**config.mk**
```make
export PLATFORM = sky130hd
export DESIGN_NAME = gf180mcu_fd_sc_mcu7t5v0__buf_pipe
export DESIGN_NICKNAME = d
export VERILOG_FILES = /design/src/rtl/gf180mcu_fd_sc_mcu7t5v0__pkg.sv /design/src/rtl/gf180mcu_fd_sc_mcu7t5v0__buf_pipe_mem.sv /design/src/rtl/gf180mcu_fd_sc_mcu7t5v0__buf_pipe.sv
export SDC_FILE = /design/constraint.sdc
export NUM_CORES = 1
export LEC_CHECK = 0
export ABC_CLOCK_PERIOD_IN_PS = 1700
export CORE_MARGIN = 2
export CORE_UTILIZATION = 30
export CTS_CLUSTER_SIZE = 8
export DETAILED_ROUTE_END_ITERATION = 16
export MAX_ROUTING_LAYER = met4
export PLACE_DENSITY = 0.57
export SYNTH_ARGS = -nofsm -noshare
export SYNTH_HDL_FRONTEND = slang
export SYNTH_SLANG_ARGS = --single-unit
```
**constraint.sdc**
```tcl
create_clock -name CLK -period 1.7 [get_ports CLK]
set_input_delay 0.34 -clock CLK [delete_from_list [all_inputs] [get_ports CLK]]
set_output_delay 0.34 -clock CLK [all_outputs]
set_load 0.03 [all_outputs]
```
**src/rtl/gf180mcu_fd_sc_mcu7t5v0__pkg.sv**
```systemverilog
// Shared types and width helpers for the gf180mcu clocked buffer-pipe slice.
package gf180mcu_fd_sc_mcu7t5v0__pkg;

    typedef enum logic [1:0] {BUF_EMPTY, BUF_PARTIAL, BUF_FULL} buf_state_t;

    function automatic int buf_ptr_w(input int depth);
        return $clog2(depth);
    endfunction

    function automatic int buf_cnt_w(input int depth);
        return $clog2(depth + 1);
    endfunction

endpackage

```
**src/rtl/gf180mcu_fd_sc_mcu7t5v0__buf_pipe_mem.sv**
```systemverilog
// DEPTH x WIDTH storage for the buffer pipe: synchronous write, asynchronous read, no reset.
module gf180mcu_fd_sc_mcu7t5v0__buf_pipe_mem
    import gf180mcu_fd_sc_mcu7t5v0__pkg::*;
#(
    parameter  int WIDTH = 8,
    parameter  int DEPTH = 4,
    localparam int AW    = buf_ptr_w(DEPTH)
) (
    input  logic             CLK,
    input  logic             we,
    input  logic [AW-1:0]    waddr,
    input  logic [WIDTH-1:0] wdata,
    input  logic [AW-1:0]    raddr,
    output logic [WIDTH-1:0] rdata
);

    logic [WIDTH-1:0] r_mem [DEPTH];

    always_ff @(posedge CLK) begin
        if (we) begin
            r_mem[waddr] <= wdata;
        end
    end

    assign rdata = r_mem[raddr];

endmodule

```
**src/rtl/gf180mcu_fd_sc_mcu7t5v0__buf_pipe.sv**
```systemverilog
// Elastic valid/ready buffer for retiming long nets between macros.
// Optional zero-latency empty bypass: define GF180MCU_BUF_PIPE_BYPASS_EN.
module gf180mcu_fd_sc_mcu7t5v0__buf_pipe
    import gf180mcu_fd_sc_mcu7t5v0__pkg::*;
#(
    parameter  int WIDTH = 8,
    parameter  int DEPTH = 4,
    localparam int PW    = buf_ptr_w(DEPTH),
    localparam int CW    = buf_cnt_w(DEPTH)
) (
    input  logic             CLK,
    input  logic             RN,
    input  logic [WIDTH-1:0] I,
    input  logic             I_VLD,
    output logic             I_RDY,
    output logic [WIDTH-1:0] Z,
    output logic             Z_VLD,
    input  logic             Z_RDY,
    output logic [CW-1:0]    CNT
);

    localparam logic [CW-1:0] L_FULL = CW'(DEPTH);

    logic [PW-1:0]    r_wr_ptr;
    logic [PW-1:0]    r_rd_ptr;
    logic [CW-1:0]    r_cnt;
    logic             r_alive;
    buf_state_t       w_state;
    logic             w_byp;
    logic             w_push;
    logic             w_pop;
    logic [WIDTH-1:0] w_rdata;

    always_comb begin
        if (r_cnt == '0) begin
            w_state = BUF_EMPTY;
        end else if (r_cnt == L_FULL) begin
            w_state = BUF_FULL;
        end else begin
            w_state = BUF_PARTIAL;
        end
    end

`ifdef GF180MCU_BUF_PIPE_BYPASS_EN
    assign w_byp = r_alive && (w_state == BUF_EMPTY) && I_VLD;
`else
    assign w_byp = 1'b0;
`endif

    // r_alive holds I_RDY low until the first edge after reset release.
    assign I_RDY  = r_alive && (w_state != BUF_FULL);
    assign w_push = I_VLD && I_RDY && !(w_byp && Z_RDY);
    assign w_pop  = (w_state != BUF_EMPTY) && Z_RDY;

    assign Z_VLD = (w_state != BUF_EMPTY) || w_byp;
    assign Z     = w_byp ? I : ((w_state != BUF_EMPTY) ? w_rdata : '0);
    assign CNT   = r_cnt;

    always_ff @(posedge CLK or negedge RN) begin
        if (!RN) begin
            r_alive  <= 1'b0;
            r_wr_ptr <= '0;
            r_rd_ptr <= '0;
            r_cnt    <= '0;
        end else begin
            r_alive <= 1'b1;
            if (w_push) begin
                r_wr_ptr <= r_wr_ptr + PW'(1);
            end
            if (w_pop) begin
                r_rd_ptr <= r_rd_ptr + PW'(1);
            end
            case ({w_push, w_pop})
                2'b10:   r_cnt <= r_cnt + CW'(1);
                2'b01:   r_cnt <= r_cnt - CW'(1);
                default: r_cnt <= r_cnt;
            endcase
        end
    end

    gf180mcu_fd_sc_mcu7t5v0__buf_pipe_mem #(
        .WIDTH (WIDTH),
        .DEPTH (DEPTH)
    ) u_mem (
        .CLK   (CLK),
        .we    (w_push),
        .waddr (r_wr_ptr),
        .wdata (I),
        .raddr (r_rd_ptr),
        .rdata (w_rdata)
    );

endmodule
```
Word level (Yosys, flattened, before mapping)
Memories as Yosys holds them, arrays and structs flattened.
Index checks and enable logic that the tools add are counted.
W data, S select, Z words.
- output and inout bits: 13
- memory bits (writable): 32
- bits of input ports: 12
- register bits after elaboration: 8
- memories kept: 1
- muxes and demuxes: 6
- reduce and logical (&&, ||, !) cells: 6
- $add $sub $neg: 4
- equal/unequal tests: 4
- memories (memory ; depth ; width ; read ports ; clocked after memory_dff ; wr ports ; RTL line ; source):
    u_mem.r_mem ; 4 ; 8 ; 1 ; 0 ; 1 ; gf180mcu_fd_sc_mcu7t5v0__buf_pipe_mem.sv:17 ; logic [WIDTH-1:0] r_mem [DEPTH];
- operator list (kind ; count):
    $mux W8 ; 1
    $pmux W3 S2 ; 1
    $add A2 B1 Y2 const B ; 2
    $mux W2 ; 2
    $reduce_bool A2 Y1 ; 2
    $add A3 B1 Y3 const B ; 1
    $eq A3 B3 Y1 const B ; 1
    $logic_and A1 B1 Y1 ; 3
    $logic_not A3 Y1 ; 1
    $sub A3 B1 Y3 const B ; 1
    $eq A2 B1 Y1 const B ; 1
    $eq A2 B2 Y1 const B ; 1
    $mux W1 ; 2
    $ne A2 B2 Y1 const B ; 1

Logic depth before layout (Yosys ltp)
Gate-level depths: netlist of run 1.
- word-level depth: 8
- mapped depth: 9
- mapped depth without buffers: 9

By module
From an unflattened synthesis of run 1, not the netlist that was laid out.
- cells, all modules: 87
- area, all modules: 1645.3 um^2
- modules (own cells, without submodules) (module ; times used ; area an instance (um^2) ; cells an instance):
    gf180mcu_fd_sc_mcu7t5v0__buf_pipe_mem ; 1 ; 1188.6 ; 46
    gf180mcu_fd_sc_mcu7t5v0__buf_pipe ; 1 ; 456.7 ; 41

Least setup slack after synthesis of run 1
Ideal clock, no wire load.
- path kind: register to register
- start point: reg r_cnt[0], in the netlist CNT[0]
- end point: reg r_cnt[2], in the netlist CNT[2]
- setup time: 0.138 ns
- data arrival time: 1.865 ns
- slack: -0.303 ns
- data required time: 1.562 ns
- cell stages (with the launch flop): 9
- cell sequence: dfrtp_1 -> or3_4 -> and2_4 -> ha_1 -> inv_1 -> fa_1 -> xor2_1 -> nor2_1 -> xor2_1
- elaborated cells on any way between the ends: 15
- RTL lines (what ; RTL line ; source):
    start, declared ; gf180mcu_fd_sc_mcu7t5v0__buf_pipe.sv:26 ; logic [CW-1:0] r_cnt;
    start signal, assigned ; gf180mcu_fd_sc_mcu7t5v0__buf_pipe.sv:74 ; 2'b10: r_cnt <= r_cnt + CW'(1);
    start signal, assigned ; gf180mcu_fd_sc_mcu7t5v0__buf_pipe.sv:75 ; 2'b01: r_cnt <= r_cnt - CW'(1);
    start signal, assigned ; gf180mcu_fd_sc_mcu7t5v0__buf_pipe.sv:76 ; default: r_cnt <= r_cnt;
    $eq A3 B3 Y1 ; gf180mcu_fd_sc_mcu7t5v0__buf_pipe.sv:37 ; end else if (r_cnt == L_FULL) begin
    $mux W2 ; gf180mcu_fd_sc_mcu7t5v0__buf_pipe.sv:37 ;
    $mux W2 * ; gf180mcu_fd_sc_mcu7t5v0__buf_pipe.sv:35 ; if (r_cnt == '0) begin
    $reduce_bool A2 Y1 * ; gf180mcu_fd_sc_mcu7t5v0__buf_pipe.sv:53 ; assign w_pop = (w_state != BUF_EMPTY) && Z_RDY;
    $logic_and A1 B1 Y1 * ; gf180mcu_fd_sc_mcu7t5v0__buf_pipe.sv:53 ;
    via w_pop ; gf180mcu_fd_sc_mcu7t5v0__buf_pipe.sv:31 ; logic w_pop;
    $eq A2 B1 Y1 or $eq A2 B2 Y1 (tied branches) ; gf180mcu_fd_sc_mcu7t5v0__buf_pipe.sv:73 ; case ({w_push, w_pop})
    $pmux W3 S2 or $reduce_bool A2 Y1 (tied branches) ; n/a ;
The timed path passes the listed nets; every way through them passes the cells marked *.
A chain may end at the register's enable or synchronous reset.

Worst setup path after layout of run 1
- start point: reg r_rd_ptr[0]
- end point: out Z[5]
- longest elaborated chain between the ends: 2
- ends and longest elaborated chain (what ; RTL line ; source):
    start, declared ; gf180mcu_fd_sc_mcu7t5v0__buf_pipe.sv:25 ; logic [PW-1:0] r_rd_ptr;
    start signal, assigned ; gf180mcu_fd_sc_mcu7t5v0__buf_pipe.sv:71 ; r_rd_ptr <= r_rd_ptr + PW'(1);
    $mem_v2 Z4 W8 ; n/a ;
    $mux W8 ; gf180mcu_fd_sc_mcu7t5v0__buf_pipe.sv:56 ; assign Z = w_byp ? I : ((w_state != BUF_EMPTY) ? w_rdata : '0);
    end, declared ; gf180mcu_fd_sc_mcu7t5v0__buf_pipe.sv:16 ; output logic [WIDTH-1:0] Z,
Every way passes these cells.

==> results.txt, run 1 <==
grt ovf: 0
EDFF count, synth: 32
row cnt: 27
synth top area cells: edfxtp_1 (57%), dfrtp_1 (12%), mux4_2 (11%)
CTS tree: yes
critical path endpoint category: output pin
Synth Flop Type: edfxtp_1
fin crit period: 1.94 ns
combinational power share: 50.3%
sw frac: 33.5%
global-route wire length before repair: 4850 um
CP max-delay cell: mux4_2
antenna viol nets, final: 0
Syn-to-layout area delta: 39.3%
Worst EP required: 1.36 ns
Flop pwr share: 32.2%
clock skew: 0.00677 ns
DIE AREA: 6220 um2
Yosys warning total: 0
PnR worst setup slack: -0.242 ns
GRT Max-Usage Layer: met2
max-slew violations: 0
DIE HEIGHT: 78.9 um
Crit. Startpoint: r_rd_ptr[0]$_DFFE_PN0P_
I/O Pins: 25
Final period util: 114%
GR met2 Demand/Resource: 19.1%
CTS buffer count: 5
syn_area_per_cell: 18.1 um2
Vias per Instance: 4.32
Placed Instance Area: 2160 um2
share of cells above drive strength 1: 43.9%
crit-path max FO: 5
Placed Instances: 201
Max VDD drop: 0.000664 V
Starting Density: 30.7%
CTS Buffer Depth: 2
first-pass iteration count of the detailed router: 4
RSZ-0062 raised after global routing: yes
syn nets: 111
post-route cell area: 2340 um2
Clock power frac: 17.5%
largest net degree at the start of global routing: 13
Mapped Cells: 93
arrival time worst endpoint: 1.60 ns
Detailed Place HPWL: 2020 um
Critical Path Start Type: flip-flop
worst hold path type: primary input to asynchronous set/reset pin
Root Buffer: clkbuf_8
clock latency on the worst-skew pair: 0.29 ns
sequential cell area fraction in the yosys report: 69.0%
Yosys top cell by area: edfxtp_1
Hold Fails Final Rpt: 0
vias in the first global route: 1008
post-synth cell types: 21
worst-case reg-to-reg path depth: 10
clock sinks: 40
GRT met3 Usage: 3.07%
via count: 912
Worst-path clk slew: 0.07 ns
crit-path cells: buf_6 > mux4_2 > and2_4 > buf_6
cts hold-fix bufs: 0
Routed WL: 2990 um
max-cap violation count: 0
WL per Instance: 14.1 um
crit-path max cell delay: 0.50 ns
Power, Total: 4.23 mW
RR Startpoint: CNT[0]$_DFFE_PN0P_
DRT iter0 DRCs: 42
Place WS: -0.390 ns
initial antenna violation count: 0
Yosys top cell area share: 57.1%
met1 Usage GRT: 11.9%
endpoints failing setup: 11
Pleak: 0.882 nW
final net count: 156
failing checks: setup timing
CP Class: flip-flop to output pin
most frequent CP cell: buf_6
Int Pwr: 2.81 mW
drt drc: 0
Cell Area, Synth: 1680 um2
Buffers on Ports: 24
Max Freq: 0.515 GHz
Global Route Usage Sum: 11.2%
status: finished, violations left
power per cell area: 1800 nW/um2
Max H-tree Level: 2
core area: 5470 um2
fin cells: 211
# diodes: 0
FF+latch count, synth: 40
Die W: 78.9 um
P_sw: 1.42 mW
GPL Wtd Cong: 0.707
Synth async-reset ratio: 20.0%
-- path summary, 6_finish.rpt --
path | to | slack (ns)
worst max register to register | CNT[2]$_DFFE_PN0P_ | -0.14
max in group asynchronous | CNT[0]$_DFFE_PN0P_ | 1.03
worst max-delay path | Z[5] | -0.24
worst min-delay path | r_rd_ptr[0]$_DFFE_PN0P_ | 0.35
min in group CLK | r_wr_ptr[1]$_DFFE_PN0P_ | 0.58
worst min register to register | r_wr_ptr[1]$_DFFE_PN0P_ | 0.58
-- per-stage QoR --
step,hold WS [ns],setup TNS [ns],utilization (%)
4_1_cts,0.346,-2.46,42.3
3_5_place_dp,0.571,-5.54,39.5
6_report,0.350,-2.09,42.8
3_3_place_gp,0.543,-4.92,39.5
2_1_floorplan,0.0444,-0.355,-
5_1_grt,0.353,-2.91,42.8
-- registers in the layout, summed over array words and instances (netlist names) --
signal	flops
r_wr_ptr	2
r_rd_ptr	2
CNT	3
u_mem.r_mem	32
r_alive	1
-- Yosys cell counts, drive strengths merged (2+ instances only) --
| library cell | number |
|---|---|
| edfxtp | 32 |
| and2 | 13 |
| dfrtp | 8 |
| mux4 | 8 |
| inv | 6 |
| ha | 5 |
| xnor2 | 3 |
| xor2 | 3 |
| buf | 2 |
| nand2 | 2 |
| nor2 | 2 |
-- per-layer routing --
metal	routed length, um	part of all wire (%)
met4	64	2.1
met5	0	0
met1	1240	42
met2	1590	53
met3	88	2.9
-- power by group through the flow --
stage | registers, mW | clock network, mW | logic (mW)
after floorplan | 1.41 | 0 | 1.11
after global placement | 1.36 | 0 | 1.84
after detailed placement | 1.38 | 0 | 1.89
after CTS | 1.36 | 0.761 | 2.09
after global routing | 1.38 | 0.810 | 2.30
final | 1.36 | 0.740 | 2.13
-- critical path, delay by kind of cell (launching register included) --
kind	cells	cell delay, ns
simple gates	1	0.15
buf+inv	2	0.28
flops	1	0.38
mux	1	0.50
-- cells by family (layout without fill, tap and decap cells) --
family                     count (synthesis)  after routing  synth area share, %
AOI/OAI and AO/OA                          3              3                 1.26
xor gates and xnor gates                   6              6                 3.12
adders and majority gates                  6              6                 4.91
buffers and inverters                      9             55                 2.97
DFF                                       40             40                 69.0
muxes                                      9              9                 11.4
other                                      1              1                0.223
and+or+nand+nor                           19             19                 7.14
-- cell usage in the layout, fill, tap and decap left out, drive strengths merged, types with 2 or more instances in the layout --
| cell type | count |
|---|---|
| and2 | 13 |
| buf | 27 |
| clkbuf | 5 |
| clkdlybuf4s50 | 11 |
| clkinv | 2 |
| dfrtp | 8 |
| dlygate4sd2 | 3 |
| edfxtp | 32 |
| ha | 5 |
| inv | 6 |
| mux4 | 8 |
| nand2 | 2 |
| nor2 | 2 |
| xnor2 | 3 |
| xor2 | 3 |
-- repair_timing --
action	in CTS	in global routing
gates resized for setup	78	2
setup buffers	1	1
pin swaps	4	10
endpoints found under the setup margin	14	11
-- area by class of cell --
class | count | area [um2]
repair buffers | 41 | 447
flip-flops and latches | 40 | 1160
fillers | 499 | 3130
well taps | 72 | 90.1
multi-input cells | 44 | 514
clock buffers | 5 | 68.8
inverters | 6 | 22.5
clock inverters | 3 | 37.5
Power figures use the tool's default switching activity.
==> run 2: changes to the inputs <==
--- a/config.mk
+++ b/config.mk
@@ -7,11 +7,13 @@
 export LEC_CHECK = 0
 export ABC_CLOCK_PERIOD_IN_PS = 1700
 export CORE_MARGIN = 2
-export CORE_UTILIZATION = 30
+export CORE_UTILIZATION = 44
 export CTS_CLUSTER_SIZE = 8
 export DETAILED_ROUTE_END_ITERATION = 16
+export GPL_TIMING_DRIVEN = 0
 export MAX_ROUTING_LAYER = met4
-export PLACE_DENSITY = 0.57
+export PLACE_DENSITY = 0.76
+export SLEW_MARGIN = 20
 export SYNTH_ARGS = -nofsm -noshare
 export SYNTH_HDL_FRONTEND = slang
 export SYNTH_SLANG_ARGS = --single-unit
==> run 2 against run 1 <==
Sequential cell count unchanged. Count of clock-buffer cells in the layout unchanged. The flow still finishes with violations (setup timing). Cell count down 13%. Routed wire length up 2.9%. Setup slack worse by 0.012 ns. Utilization up 19 points. Non-clock buffer count down 3. Final area down 3.3%. Sequential power down 3%. Clock skew down 0.0047 ns. Power up 2.0%.
==> results.txt, run 2 (synthesis results as in run 1) <==
register area: 1170 um2 (+0.11%)
RSZ-0062 raised after global routing: yes
worst hold path type: primary input to asynchronous set/reset pin
Starting Density: 46.0% (+15 points)
RR Startpoint: CNT[1]$_DFFE_PN0P_
WL per Instance: 16.7 um (+18%)
DIE AREA: 4340 um2 (-30%)
global-route wire length before repair: 4890 um (+0.72%)
Critical R2R Capture: CNT[2]$_DFFE_PN0P_
clock sinks: 40 (unchanged)
Buffers on Ports: 24 (unchanged)
fin crit period: 1.95 ns (+0.0116 ns)
fin cells: 184 (-13%)
Fillers: 271 (-46%)
cts hold-fix bufs: 0 (unchanged)
antenna viol nets, final: 0 (unchanged)
critical path endpoint category: output pin
Global Route Usage Sum: 17.1% (+5.9 points)
Placed Instance Area: 2000 um2 (-7.5%)
Worst-path clk slew: 0.08 ns (about the same)
initial antenna violation count: 0 (unchanged)
Placed Instances: 165 (-18%)
core area: 3660 um2 (-33%)
power per cell area: 1900 nW/um2 (+5.4%)
row cnt: 22 (-19%)
CTS tree: yes
max-cap violation count: 0 (unchanged)
crit-path max cell delay: 0.50 ns (about the same)
Critical Path Start Type: flip-flop
GPL Wtd Cong: 0.708 (+0.25%)
drt drc: 0 (unchanged)
Crit. Startpoint: r_rd_ptr[0]$_DFFE_PN0P_
Routed WL: 3070 um (+2.9%)
worst-case reg-to-reg path depth: 8 (-2)
max-slew violations: 0 (unchanged)
final net count: 153 (-1.9%)
Hold Fails Final Rpt: 0 (unchanged)
Syn-to-layout area delta: 34.8%
CP Class: flip-flop to output pin
Max H-tree Level: 2 (unchanged)
failing checks: setup timing
via count: 895 (-1.9%)
Vias per Instance: 4.86 (+13%)
arrival time worst endpoint: 1.61 ns (about the same)
CTS buffer count: 5 (unchanged)
Final Core Density: 62.0% (+19 points)
commonest cells after routing, fill and taps aside: edfxtp_1 (32), clkdlybuf4s50_1 (11), and2_4 (9), buf_6 (9), buf_4 (9)
Power, Total: 4.32 mW (+2.0%)
Die W: 65.8 um (-17%)
status: finished, violations left
I/O Pins: 25 (unchanged)
Root Buffer: clkbuf_8
DIE HEIGHT: 65.8 um (-17%)
vias in the first global route: 970 (-3.8%)
most flop-heavy register: u_mem.r_mem
Worst EP required: 1.36 ns (about the same)
Max Freq: 0.512 GHz (-0.59%)
first-pass iteration count of the detailed router: 2 (-2)
max FFs per register: 32 (unchanged)
Final period util: 115% (+0.68 points)
PnR worst setup slack: -0.254 ns (-0.0116 ns)
clock latency on the worst-skew pair: 0.30 ns (about the same)
CP max-delay cell: mux4_2
most frequent CP cell: buf_6
endpoints failing setup: 11 (unchanged)
crit-path cells: buf_6 > mux4_2 > and2_4 > buf_6
Pleak: 0.861 nW (-2.3%)
grt ovf: 0 (unchanged)
commonest non-fill, non-tap cell in the layout: edfxtp_1
largest net degree at the start of global routing: 14 (+1)
clock skew: 0.00209 ns (-0.00468 ns)
DRT iter0 DRCs: 37 (-12%)
area of the multi-input gates: 524 um2 (+1.9%)
reg-to-reg slack, setup: -0.21 ns (-0.07 ns)
post-route cell area: 2270 um2 (-3.3%)
Max VDD drop: 0.000950 V (+43%)
CTS Buffer Depth: 2 (unchanged)
crit-path max FO: 4 (-1)
# diodes: 0 (unchanged)
share of cells above drive strength 1: 47.8% (+3.9 points)
Detailed Place HPWL: 1810 um (-10%)
==> run 2: how the worst max path moves through the flow <==
stage / to / cells past startpoint
3_3_place_gp: Z[5] / 4
6_report: Z[7] / 4
5_1_grt: Z[7] / 4
3_5_place_dp: CNT[2]$_DFFE_PN0P_ / 10
2_1_floorplan: CNT[2]$_DFFE_PN0P_ / 8
4_1_cts: Z[7] / 5
==> run 2: through the flow <==
| stage | worst slack, ns | setup TNS (ns) | hold slack [ns] |
|---|---|---|---|
| floorplan | -0.177 | -0.355 | 0.0444 |
| global placement | -0.414 | -11.16 | 0.493 |
| detailed placement | -0.426 | -11.96 | 0.507 |
| CTS | -0.318 | -2.67 | 0.342 |
| global route | -0.295 | -2.80 | 0.357 |
| finish | -0.254 | -2.26 | 0.332 |
==> run 2: per-layer routing <==
layer,global-route usage [%],share of wire [%]
met4,7.03,1.9
met5,-,0
met2,28.3,57
met1,19.2,37
met3,5.62,3.7
==> run 2: critical path: cells and delay by family, from the launching register on <==
| family | cells | cell delay, ns |
|---|---|---|
| muxes | 1 | 0.50 |
| buffers and inverters | 2 | 0.26 |
| DFF | 1 | 0.39 |
| and+or+nand+nor | 1 | 0.17 |
==> run 2: cell type report <==
| cell class | count | area share, % |
|---|---|---|
| Sequential cell | 40 | 51.4 |
| Multi-Input combinational cell | 44 | 23.1 |
| Timing Repair Buffer | 35 | 15.4 |
| Clock buffer | 5 | 3.03 |
| Tap cell | 48 | 2.65 |
| Clock inverter | 3 | 1.88 |
| Buffer | 3 | 1.54 |
| Inverter | 6 | 0.993 |
==> run 2: repair_timing <==
| action | 4_1_cts | 5_1_grt |
|---|---|---|
| pin swaps | 6 | 12 |
| resized for setup | 90 | 6 |
| setup buffers | 8 | 2 |
| setup endpoints to repair | 15 | 13 |
| cloned | 2 | 0 |
==> run 2: where the power goes <==
part | total [mW] | switching, mW | internal, mW | leakage, nW
Clock | 0.772 | 0.338 | 0.434 | 0.0541
Sequential | 1.32 | 0.0786 | 1.25 | 0.380
Combinational | 2.22 | 1.07 | 1.15 | 0.427
Total | 4.32 | 1.49 | 2.83 | 0.861
